`config.mk`:
```
export PLATFORM = sky130hd
export DESIGN_NAME = vga_sync_gen
export DESIGN_NICKNAME = d
export VERILOG_FILES = /design/src/rtl/vga_sync_gen.sv
export SDC_FILE = /design/constraint.sdc
export NUM_CORES = 1
export LEC_CHECK = 0
export BUFFER_PORTS_ARGS = -buffer_cell sky130_fd_sc_hd__buf_2
export CAP_MARGIN = 5
export CORE_UTILIZATION = 40
export CTS_CLUSTER_DIAMETER = 30
export DETAILED_ROUTE_END_ITERATION = 10
export SLEW_MARGIN = 40
export SYNTH_ARGS = -nofsm -noshare
export SYNTH_HDL_FRONTEND = slang
export SYNTH_SLANG_ARGS = --single-unit
export TNS_END_PERCENT = 1
```
`constraint.sdc`:
```
create_clock -name clk -period 2.9 [get_ports clk]
set_input_delay 0.58 -clock clk [delete_from_list [all_inputs] [get_ports clk]]
set_output_delay 0.58 -clock clk [all_outputs]
set_load 0.1 [all_outputs]
```
`src/rtl/vga_sync_gen.sv`:
```
// 640x480@60Hz VGA timing generator: pixel-rate clock enable, sync pulses and pixel coordinates.
// Define VGA_FRAME_TICK_EN to add the frame_tick / frame_cnt outputs.
module vga_sync_gen #(
  parameter int unsigned CLK_DIV   = 4,
  parameter int unsigned H_DISPLAY = 640,
  parameter int unsigned H_FRONT   = 16,
  parameter int unsigned H_SYNC    = 96,
  parameter int unsigned H_BACK    = 48,
  parameter int unsigned V_DISPLAY = 480,
  parameter int unsigned V_FRONT   = 10,
  parameter int unsigned V_SYNC    = 2,
  parameter int unsigned V_BACK    = 33,
  parameter bit          SYNC_POL  = 1'b0
) (
  input  logic       clk,
  input  logic       reset,
  output logic       hsync,
  output logic       vsync,
  output logic       video_on,
  output logic       p_tick,
  output logic [9:0] pix_x,
  output logic [9:0] pix_y
`ifdef VGA_FRAME_TICK_EN
  ,
  output logic        frame_tick,
  output logic [15:0] frame_cnt
`endif
);

  localparam int unsigned H_TOTAL = H_DISPLAY + H_FRONT + H_SYNC + H_BACK;
  localparam int unsigned V_TOTAL = V_DISPLAY + V_FRONT + V_SYNC + V_BACK;
  localparam int unsigned DW      = (CLK_DIV > 1) ? $clog2(CLK_DIV) : 1;

  localparam logic [DW-1:0] DIV_LAST = DW'(CLK_DIV - 1);
  localparam logic [9:0]    H_LAST   = 10'(H_TOTAL - 1);
  localparam logic [9:0]    V_LAST   = 10'(V_TOTAL - 1);
  localparam logic [9:0]    H_VIS    = 10'(H_DISPLAY);
  localparam logic [9:0]    V_VIS    = 10'(V_DISPLAY);
  localparam logic [9:0]    HS_FIRST = 10'(H_DISPLAY + H_FRONT);
  localparam logic [9:0]    HS_LAST  = 10'(H_DISPLAY + H_FRONT + H_SYNC - 1);
  localparam logic [9:0]    VS_FIRST = 10'(V_DISPLAY + V_FRONT);
  localparam logic [9:0]    VS_LAST  = 10'(V_DISPLAY + V_FRONT + V_SYNC - 1);

  if (H_TOTAL > 1024 || V_TOTAL > 1024) begin : g_bad_total
    $error("vga_sync_gen: H_TOTAL and V_TOTAL must not exceed 1024");
  end
  if (CLK_DIV < 1 || CLK_DIV > 16) begin : g_bad_div
    $error("vga_sync_gen: CLK_DIV must be in 1..16");
  end

  logic [DW-1:0] div_cnt_q, div_cnt_d;
  logic          run_q;
  logic [9:0]    h_cnt_q, h_cnt_d;
  logic [9:0]    v_cnt_q, v_cnt_d;
  logic          hsync_q, hsync_d;
  logic          vsync_q, vsync_d;
  logic          tick;

  // run_q keeps p_tick low during and right after reset even when CLK_DIV is 1
  assign tick = run_q && (div_cnt_q == DIV_LAST);

  always_comb begin
    div_cnt_d = (div_cnt_q == DIV_LAST) ? '0 : div_cnt_q + DW'(1);
    h_cnt_d   = h_cnt_q;
    v_cnt_d   = v_cnt_q;
    if (tick) begin
      if (h_cnt_q == H_LAST) begin
        h_cnt_d = '0;
        v_cnt_d = (v_cnt_q == V_LAST) ? '0 : v_cnt_q + 10'd1;
      end else begin
        h_cnt_d = h_cnt_q + 10'd1;
      end
    end
    // decoded from next-state counts so the registered syncs line up with pix_x/pix_y
    hsync_d = (h_cnt_d >= HS_FIRST && h_cnt_d <= HS_LAST) ? SYNC_POL : ~SYNC_POL;
    vsync_d = (v_cnt_d >= VS_FIRST && v_cnt_d <= VS_LAST) ? SYNC_POL : ~SYNC_POL;
  end

  always_ff @(posedge clk or posedge reset) begin
    if (reset) begin
      div_cnt_q <= '0;
      run_q     <= 1'b0;
      h_cnt_q   <= '0;
      v_cnt_q   <= '0;
      hsync_q   <= ~SYNC_POL;
      vsync_q   <= ~SYNC_POL;
    end else begin
      div_cnt_q <= div_cnt_d;
      run_q     <= 1'b1;
      h_cnt_q   <= h_cnt_d;
      v_cnt_q   <= v_cnt_d;
      hsync_q   <= hsync_d;
      vsync_q   <= vsync_d;
    end
  end

  assign p_tick   = tick;
  assign pix_x    = h_cnt_q;
  assign pix_y    = v_cnt_q;
  assign hsync    = hsync_q;
  assign vsync    = vsync_q;
  assign video_on = (h_cnt_q < H_VIS) && (v_cnt_q < V_VIS);

`ifdef VGA_FRAME_TICK_EN
  logic [15:0] frame_cnt_q, frame_cnt_d;
  logic        frame_end;

  assign frame_end = tick && (h_cnt_q == H_LAST) && (v_cnt_q == V_LAST);

  always_comb begin
    frame_cnt_d = frame_cnt_q;
    if (frame_end) frame_cnt_d = frame_cnt_q + 16'd1;
  end

  always_ff @(posedge clk or posedge reset) begin
    if (reset) frame_cnt_q <= '0;
    else       frame_cnt_q <= frame_cnt_d;
  end

  assign frame_tick = frame_end;
  assign frame_cnt  = frame_cnt_q;
`endif

endmodule
```
==> results of run 1 <==
worst min path at each step:
stage                        end  cells after the start
floorplan           div_cnt_q[0]                      1
global placement    div_cnt_q[0]                      1
detailed placement  div_cnt_q[0]                      1
CTS                     pix_y[8]                      2
global route            pix_y[5]                      2
finish                  pix_y[8]                      2
registers in the layout, summed over array words and instances (netlist names):
name	count
run_q	1
pix_y	10
vsync	1
pix_x	10
div_cnt_q	2
hsync	1
cells in the final DEF, fill, tap and decap left out, types with 2 or more instances in the layout:
| cell | n |
|---|---|
| nand3_1 | 5 |
| nand4_1 | 9 |
| o21ai_0 | 6 |
| xor2_1 | 3 |
| or4_1 | 2 |
| xnor2_1 | 5 |
| a21o_1 | 2 |
| dfstp_2 | 2 |
| nor3_1 | 7 |
| dfrtp_1 | 23 |
| a211oi_1 | 2 |
| and3_1 | 2 |
| inv_1 | 8 |
| nor2_1 | 13 |
| o2111ai_1 | 2 |
| buf_2 | 25 |
| a21oi_1 | 5 |
| clkbuf_4 | 3 |
| nor4_1 | 3 |
| mux2i_1 | 2 |
| or3_1 | 5 |
| ha_1 | 4 |
| nor2b_1 | 2 |
| nand2_1 | 19 |
metal layers:
layer,GRT usage [%],up-vias,share of wire (%)
met5,0,-,0
met3,3.57,4,3.9
met4,7.14,0,0.89
met2,27.0,26,46
li1,-,598,-
met1,27.7,576,49
metrics by stage:
stage / setup TNS [ps] / hold WS, ps
finish: 0 / 274
global route: 0 / 298
CTS: 0 / 292
detailed placement: 0 / 422
global placement: 0 / 414
floorplan: -4.74 / 403
power by group through the flow:
stage	clock [W]	combinational (W)	sequential, W
2_1_floorplan	0	0.0000352	0.000557
3_3_place_gp	0	0.000220	0.000412
5_1_grt	0.000179	0.000234	0.000413
3_5_place_dp	0	0.000221	0.000413
4_1_cts	0.000162	0.000221	0.000406
6_report	0.000155	0.000220	0.000406
logic make-up (layout without fill, tap and decap cells):
kind of cell             Yosys count  after routing  synth area share (%)
XOR/XNOR                           8              8                  5.00
flip-flops                        25             25                  44.8
AND/OR/NAND/NOR                   74             74                  29.0
multiplexers                       3              3                  2.23
other                              1              1                 0.267
AO/OA/AOI/OAI                     23             23                  10.9
adder cells (fa/ha/maj)            4              4                  3.57
buffers and inverters             12             38                  4.28
critical path, delay by kind of cell, from the launching register on:
family | cells | cell delay [ps]
AOI/OAI and AO/OA | 2 | 310
DFF | 1 | 510
and+or+nand+nor | 3 | 1570
area by class of cell:
cell class | count | share of cell area [%]
multi-input combinational | 113 | 45.2
sequential | 25 | 39.5
timing repair buffer | 25 | 7.86
tap | 46 | 3.62
inverter | 9 | 2.12
clock buffer | 3 | 1.42
clock inverter | 1 | 0.314
==> reports/qor.yml, run 1 <==
cts:
  ctsLongestPathBuffers: 2
  clock_sinks: 25
  postCtsSetupBuffers: 0
  htree_levels: 1
  cts_tree: "done"
  hold_buffers: 0
  cts.reportedPaths.clkPinSlew_ps: 140
  clk_latency_ps: 320
  cts-buffers-inserted: 3
  clockRootBuffer: "clkbuf_4"
  cts_resized: 0
placement:
  portBuffers: 25
  dp.cells: 218
  gp_congestion: 0.901
  dp_hpwl_microns: 2320
  dpl_cell_area_sq_um: 1560
  pre_cts_slack_ps: 477
yosys:
  postSynthCellCount: 150
  synth-seq-cells: 25
  yosysTopAreaCellShare_pct: 41.0
  syn_area_per_cell_sq_um: 9.35
  syn_area_sq_um: 1400
  synth_edf_count: 0
  yosysSeqAreaShare_pct: 44.8
  synthTopCellsByCount: "23 x dfrtp_1, 19 x nand2_1, 13 x nor2_1"
  synthArstFlopShare_pct: 100
  ys_warn_count: 0
  netlist_top_cells_area: "dfrtp_1 41%, nand2_1 5.1%, nand4_1 4.0%"
  yosys.area.top_type: "dfrtp_1"
  yosysMostFrequentCell: "dfrtp_1"
  ys.flop_type: "dfrtp_1"
  synth_cell_types: 38
  syn_nets: 156
finish:
  drive_gt1_share_pct: 22.7
  fin_nets: 183
  antenna_cells: 0
  final_area_sq_um: 1590
  finalNonFillerCells: 222
  seqCellArea_sq_um: 628
  final_core_util_pct: 47.7
  area_growth_pct: 13.5
  multi_input_area_sq_um: 719
  fillers: 320
global_route:
  grt_pass1_vias: 1130
  antenna_found_initial: 0
  overflow: 0
  grt_max_degree: 26
  grt_pass1_wl_microns: 5190
  track_usage_pct: 18.7
floorplanning:
  placementRows: 21
  core-area_sq_um: 3340
  initial_core_util_pct: 42.0
  die_y_microns: 61.2
  die_area_sq_um: 3750
  io_pins: 26
  dieWidth_microns: 61.2
setup_path:
  reg2reg_to: "vsync"
  r2r_start: "pix_x[5]"
  critPathKind: "register to register"
  cp_slowest_cell: "or4b_4"
  start_kind: "register"
  crit_fanout: 10
  endpoint: "vsync"
  startpoint: "pix_x[5]"
  crit_chain: "or4b_4 > or4_4 > or3_1 > a21oi_1 > o2111ai_1"
  cp-end-kind: "register"
  regToRegSetupSlack_ps: 440
  cp.required_ps: 3150
  r2r_cells: 5
  arrival_ps: 2710
  max_stage_delay_ps: 630
pwr:
  seqPwrFrac_pct: 52.0
  p_comb_share_pct: 28.2
  p_sw_w: 0.000329
  p_int_w: 0.000453
  pwr_density_cell_nw_per_um2: 491
  netSwitchingFraction_pct: 42.1
  ir_worst_vdd_mv: 0.217
  cellLeakagePower_nw: 0.762
  finalPower_w: 0.000781
  clock_power_share_pct: 19.8
route:
  drc: 0
  first_iter_violations: 73
  routed-via-count: 1204
  wl_microns: 3030
  antenna_left: 0
  dr.pass1.iters: 4
  viasPerCell: 5.42
  wl_per_cell_microns: 13.7
sta:
  slew_headroom_pct: 63.3
  hold_violations: 0
  final_max_slew_viol_count: 0
  min_period_ps: 2460
  worst_pin_slew_ps: 546
  rsz0062_at_grt: "false"
  setup_viol: 0
  layout_setup_ws_ps: 441
  fin_skew_ps: 10.3
  fmax_ghz: 0.407
  min_period_over_period_pct: 84.8
flow_run:
  drv_cap: 0
min_path:
  hold_path.class: "input port to async pin"
status:
  status: "finished, final reports clean"
No activity file was read; power rests on OpenSTA's default activity.
==> inputs of run 2 (changes only) <==
Clock period 2.9 ns to 2.1 ns, I/O delays scaled along.
==> reports/qor.yml, run 2 (synthesized netlist as in run 1, its figures left out) <==
route:
  routed-via-count: 1304
  dr.pass1.iters: 4
  wl_per_cell_microns: 14.3
  first_iter_violations: 76
  antenna_left: 0
  viasPerCell: 5.43
  wl_microns: 3440
  drc: 0
finish:
  antenna_cells: 0
  layout_commonest_cell: "buf_2"
  area_growth_pct: 29.8
  final_area_sq_um: 1820
  fillers: 332
  finalNonFillerCells: 240
  layout_common_cells: "23 x buf_2, 17 x nand2_1, 17 x buf_4, 14 x dfrtp_1, 13 x nor2_1"
  fin_nets: 201
  final_core_util_pct: 54.6
  drive_gt1_share_pct: 37.6
global_route:
  grt_max_degree: 26
  grt_pass1_wl_microns: 5640
  antenna_found_initial: 0
  overflow: 0
  grt_pass1_vias: 1196
  track_usage_pct: 20.5
cts:
  clock_sinks: 25
  htree_levels: 1
  cts_tree: "done"
  cts.reportedPaths.clkPinSlew_ps: 130
  clockRootBuffer: "clkbuf_4"
  clk_latency_ps: 320
  cts-buffers-inserted: 3
  ctsLongestPathBuffers: 2
sta:
  hold_violations: 0
  min_period_ps: 2220
  setup_viol: 3
  rsz0062_at_grt: "true"
  layout_setup_ws_ps: -124
  fin_skew_ps: 7.90
  holdWs_ps: 125
  tns_ps: -253
  final_max_slew_viol_count: 0
  min_period_over_period_pct: 106
  fmax_ghz: 0.450
floorplanning:
  placementRows: 21
  initial_core_util_pct: 42.0
  io_pins: 26
  die_area_sq_um: 3750
  core-area_sq_um: 3340
  dieWidth_microns: 61.2
  die_y_microns: 61.2
status:
  status: "finished with violations"
  violations: "setup timing"
placement:
  dpl_cell_area_sq_um: 1730
  gp_congestion: 0.884
  dp_hpwl_microns: 2530
  portBuffers: 25
  dp.cells: 234
pwr:
  ir_worst_vdd_mv: 0.455
  cellLeakagePower_nw: 0.869
  pwr_density_cell_nw_per_um2: 603
flow_run:
  drv_cap: 0
setup_path:
  cp.required_ps: 2340
  start_kind: "register"
  arrival_ps: 2460
  critPathKind: "register to register"
  crit_fanout: 5
  cp-end-kind: "register"
min_path:
  hold_path.class: "input port to async pin"
run 2: repair_timing:
item                                    4_1_cts  5_1_grt
buffers inserted                              2        0
pin swaps                                     3        2
endpoints found under the setup margin        3        8
cloned                                        0        0
resized for setup                             5        7
hold buffers                                  0        0
endpoints found under the hold margin         0        0
run 2: stage by stage:
step                      power [W]  setup slack, ps
final                       0.00110             -124
after global routing        0.00115             -155
after CTS                   0.00110             -131
after detailed placement   0.000888             -123
after global placement     0.000883            -72.5
after floorplan            0.000819             -383
run 2: power breakdown:
part / internal (W) / total [W] / switching (W)
clock: 0.0000744 / 0.000215 / 0.000141
combinational: 0.0000493 / 0.000313 / 0.000263
sequential: 0.000512 / 0.000569 / 0.0000565
run 2: cell type report:
| cell class | count | area (sq um) | share of cell area, % |
|---|---|---|---|
| Tap cell | 46 | 57.6 | 3.16 |
| Multi-Input combinational cell | 113 | 767 | 42.1 |
| Sequential cell | 25 | 642 | 35.3 |
| Inverter | 9 | 33.8 | 1.86 |
| Clock buffer | 4 | 26.3 | 1.44 |
| Timing Repair Buffer | 43 | 294 | 16.2 |
run 2: worst paths after layout:
check                             start            to  slack [ps]  depth (start not counted)
setup / recovery               pix_x[5]         vsync        -120                          5
hold / removal                    reset      pix_x[5]         130                          3
setup reg to reg               pix_x[5]         vsync        -120                          5
max in group asynchronous         reset         vsync        1680                          3
hold reg to reg            div_cnt_q[0]  div_cnt_q[0]         450                          1
min in group clk           div_cnt_q[0]  div_cnt_q[0]         450                          1
run 2: critical path: stages, from the launching register on:
cell       delay (ps)
dfrtp_4           500
or4b_4            560
or4_4             460
or3_4             350
a21oi_2           150
o2111ai_1         120
run 2: layer usage:
metal  up-vias  track usage, %  wire (microns)
li1        632               -               -
met1       641            30.0            1720
met2        24            30.7            1570
met3         7            3.57             102
met4         0            6.49              48
met5         -               0               0
==> inputs of run 3 (changes only) <==
Settings changed: CORE_ASPECT_RATIO set to 0.8.
==> reports/qor.yml, run 3 (synthesized netlist as in run 1, its figures left out) <==
cts:
  clock_sinks: 25
  cts-buffers-inserted: 3
  clockRootBuffer: "clkbuf_8"
  cts.reportedPaths.clkPinSlew_ps: 80
  clk_latency_ps: 270
  htree_levels: 1
  ctsLongestPathBuffers: 2
  cts_tree: "done"
  hold_buffers: 0
sta:
  fin_skew_ps: 1.90
  hold_violations: 0
  min_period_ps: 2160
  rsz0062_at_grt: "true"
  min_period_over_period_pct: 103
  layout_setup_ws_ps: -64.2
  holdWs_ps: 192
  setup_viol: 2
  final_max_slew_viol_count: 0
  fmax_ghz: 0.462
global_route:
  antenna_found_initial: 0
  overflow: 0
  grt_pass1_vias: 1127
  track_usage_pct: 19.9
  grt_max_degree: 26
  grt_pass1_wl_microns: 5330
route:
  dr.max_layer_used: "met4"
  routed-via-count: 1277
  dr.pass1.iters: 4
  wl_met1_microns: 1660
  wl_per_cell_microns: 13.8
  first_iter_violations: 117
  dr_wl_met2_microns: 1300
  drc: 0
  wl_microns: 3210
  antenna_left: 0
  met3WireLength_microns: 195
  viasPerCell: 5.50
setup_path:
  critPathKind: "register to register"
  cp-end-kind: "register"
  crit_chain: "or4b_4 > or4_4 > or3_1 > a21oi_1 > o2111ai_1"
  cp.depth: 5
  arrival_ps: 2340
  start_kind: "register"
  path_buf_inv: 0
  crit_fanout: 6
  cp_slowest_cell: "or4b_4"
  max_stage_delay_ps: 560
  cp.required_ps: 2280
  crit_family: "simple AND/OR/NAND/NOR gates"
  regToRegSetupSlack_ps: -60
  r2r_cells: 5
finish:
  area_growth_pct: 26.5
  fin_nets: 199
  layout_commonest_cell: "buf_2"
  drive_gt1_share_pct: 33.9
  final_core_util_pct: 55.1
  antenna_cells: 0
  layout_common_cells: "23 x buf_2, 19 x nand2_1, 16 x buf_4, 14 x dfrtp_1, 13 x nor2_1"
placement:
  gp_congestion: 0.907
  portBuffers: 25
  dp_hpwl_microns: 2530
floorplanning:
  initial_core_util_pct: 43.6
  core-area_sq_um: 3220
  io_pins: 26
  die_area_sq_um: 3750
  die_y_microns: 55.0
  placementRows: 18
  dieWidth_microns: 68.2
flow_run:
  drv_cap: 0
pwr:
  finalPower_w: 0.00115
  pwr_density_cell_nw_per_um2: 649
  cellLeakagePower_nw: 0.859
  ir_worst_vdd_mv: 0.704
status:
  violations: "setup timing"
  status: "finished with violations"
min_path:
  hold_path.class: "input port to async pin"
## run 3: cell types whose count changed in the layout (fill, tap and decap cells not counted), moves of 2 or more
cell | previous run | this run
clkbuf_4 | 3 | 1
nand2_1 | 17 | 19
clkbuf_8 | 0 | 3
nand2_2 | 2 | 0
## run 3: cell type report
cell class	count	area (sq um)
Clock buffer	3	41.3
Clock inverter	1	5.00
Fill cell	297	1450
Inverter	9	33.8
Multi-Input combinational cell	113	739
Sequential cell	25	642
Tap cell	40	50.0
Timing Repair Buffer	41	263
## run 3: what timing repair did
action                     in CTS  in global routing
setup endpoints to repair       2                  5
resized for setup               0                  3
buffers inserted                0                  0
pin swaps                       0                  0
## run 3: through the flow
stage / std cells / worst slack (ps) / TNS (ps) / cell area [sq um]
final: 232 / -64.2 / -67.1 / 1770
after global routing: 232 / -148 / -249 / 1770
after global placement: 228 / -16.9 / -16.9 / 1720
after detailed placement: 228 / -39.0 / -39.0 / 1720
after CTS: 232 / -56.5 / -58.3 / 1770
after floorplan: 150 / -383 / -2200 / 1440
## run 3: final timing paths
path	startpoint	endpoint
worst min-delay path	reset	div_cnt_q[0]
worst max register to register	pix_x[5]	vsync
worst min register to register	div_cnt_q[0]	div_cnt_q[0]
max in group asynchronous	reset	hsync
worst max-delay path	pix_x[5]	vsync
min in group clk	div_cnt_q[0]	div_cnt_q[0]
## run 3: report_power, final
part,total [W],switching (W),internal (W)
Sequential,0.000566,0.0000532,0.000512
Combinational,0.000308,0.000263,0.0000450
Clock,0.000277,0.000144,0.000133
## run 3: worst reg2reg max path, stage by stage, from the launching register on
cell and delay (ps):
dfrtp_4 470, or4b_4 560, or4_4 450, or3_1 350
a21oi_1 140, o2111ai_1 110
## run 3: metal layers
layer | vias up | track usage (%)
li1 | 627 | -
met1 | 607 | 28.9
met2 | 37 | 27.9
met3 | 6 | 6.35
met4 | 0 | 5.56
met5 | - | 0
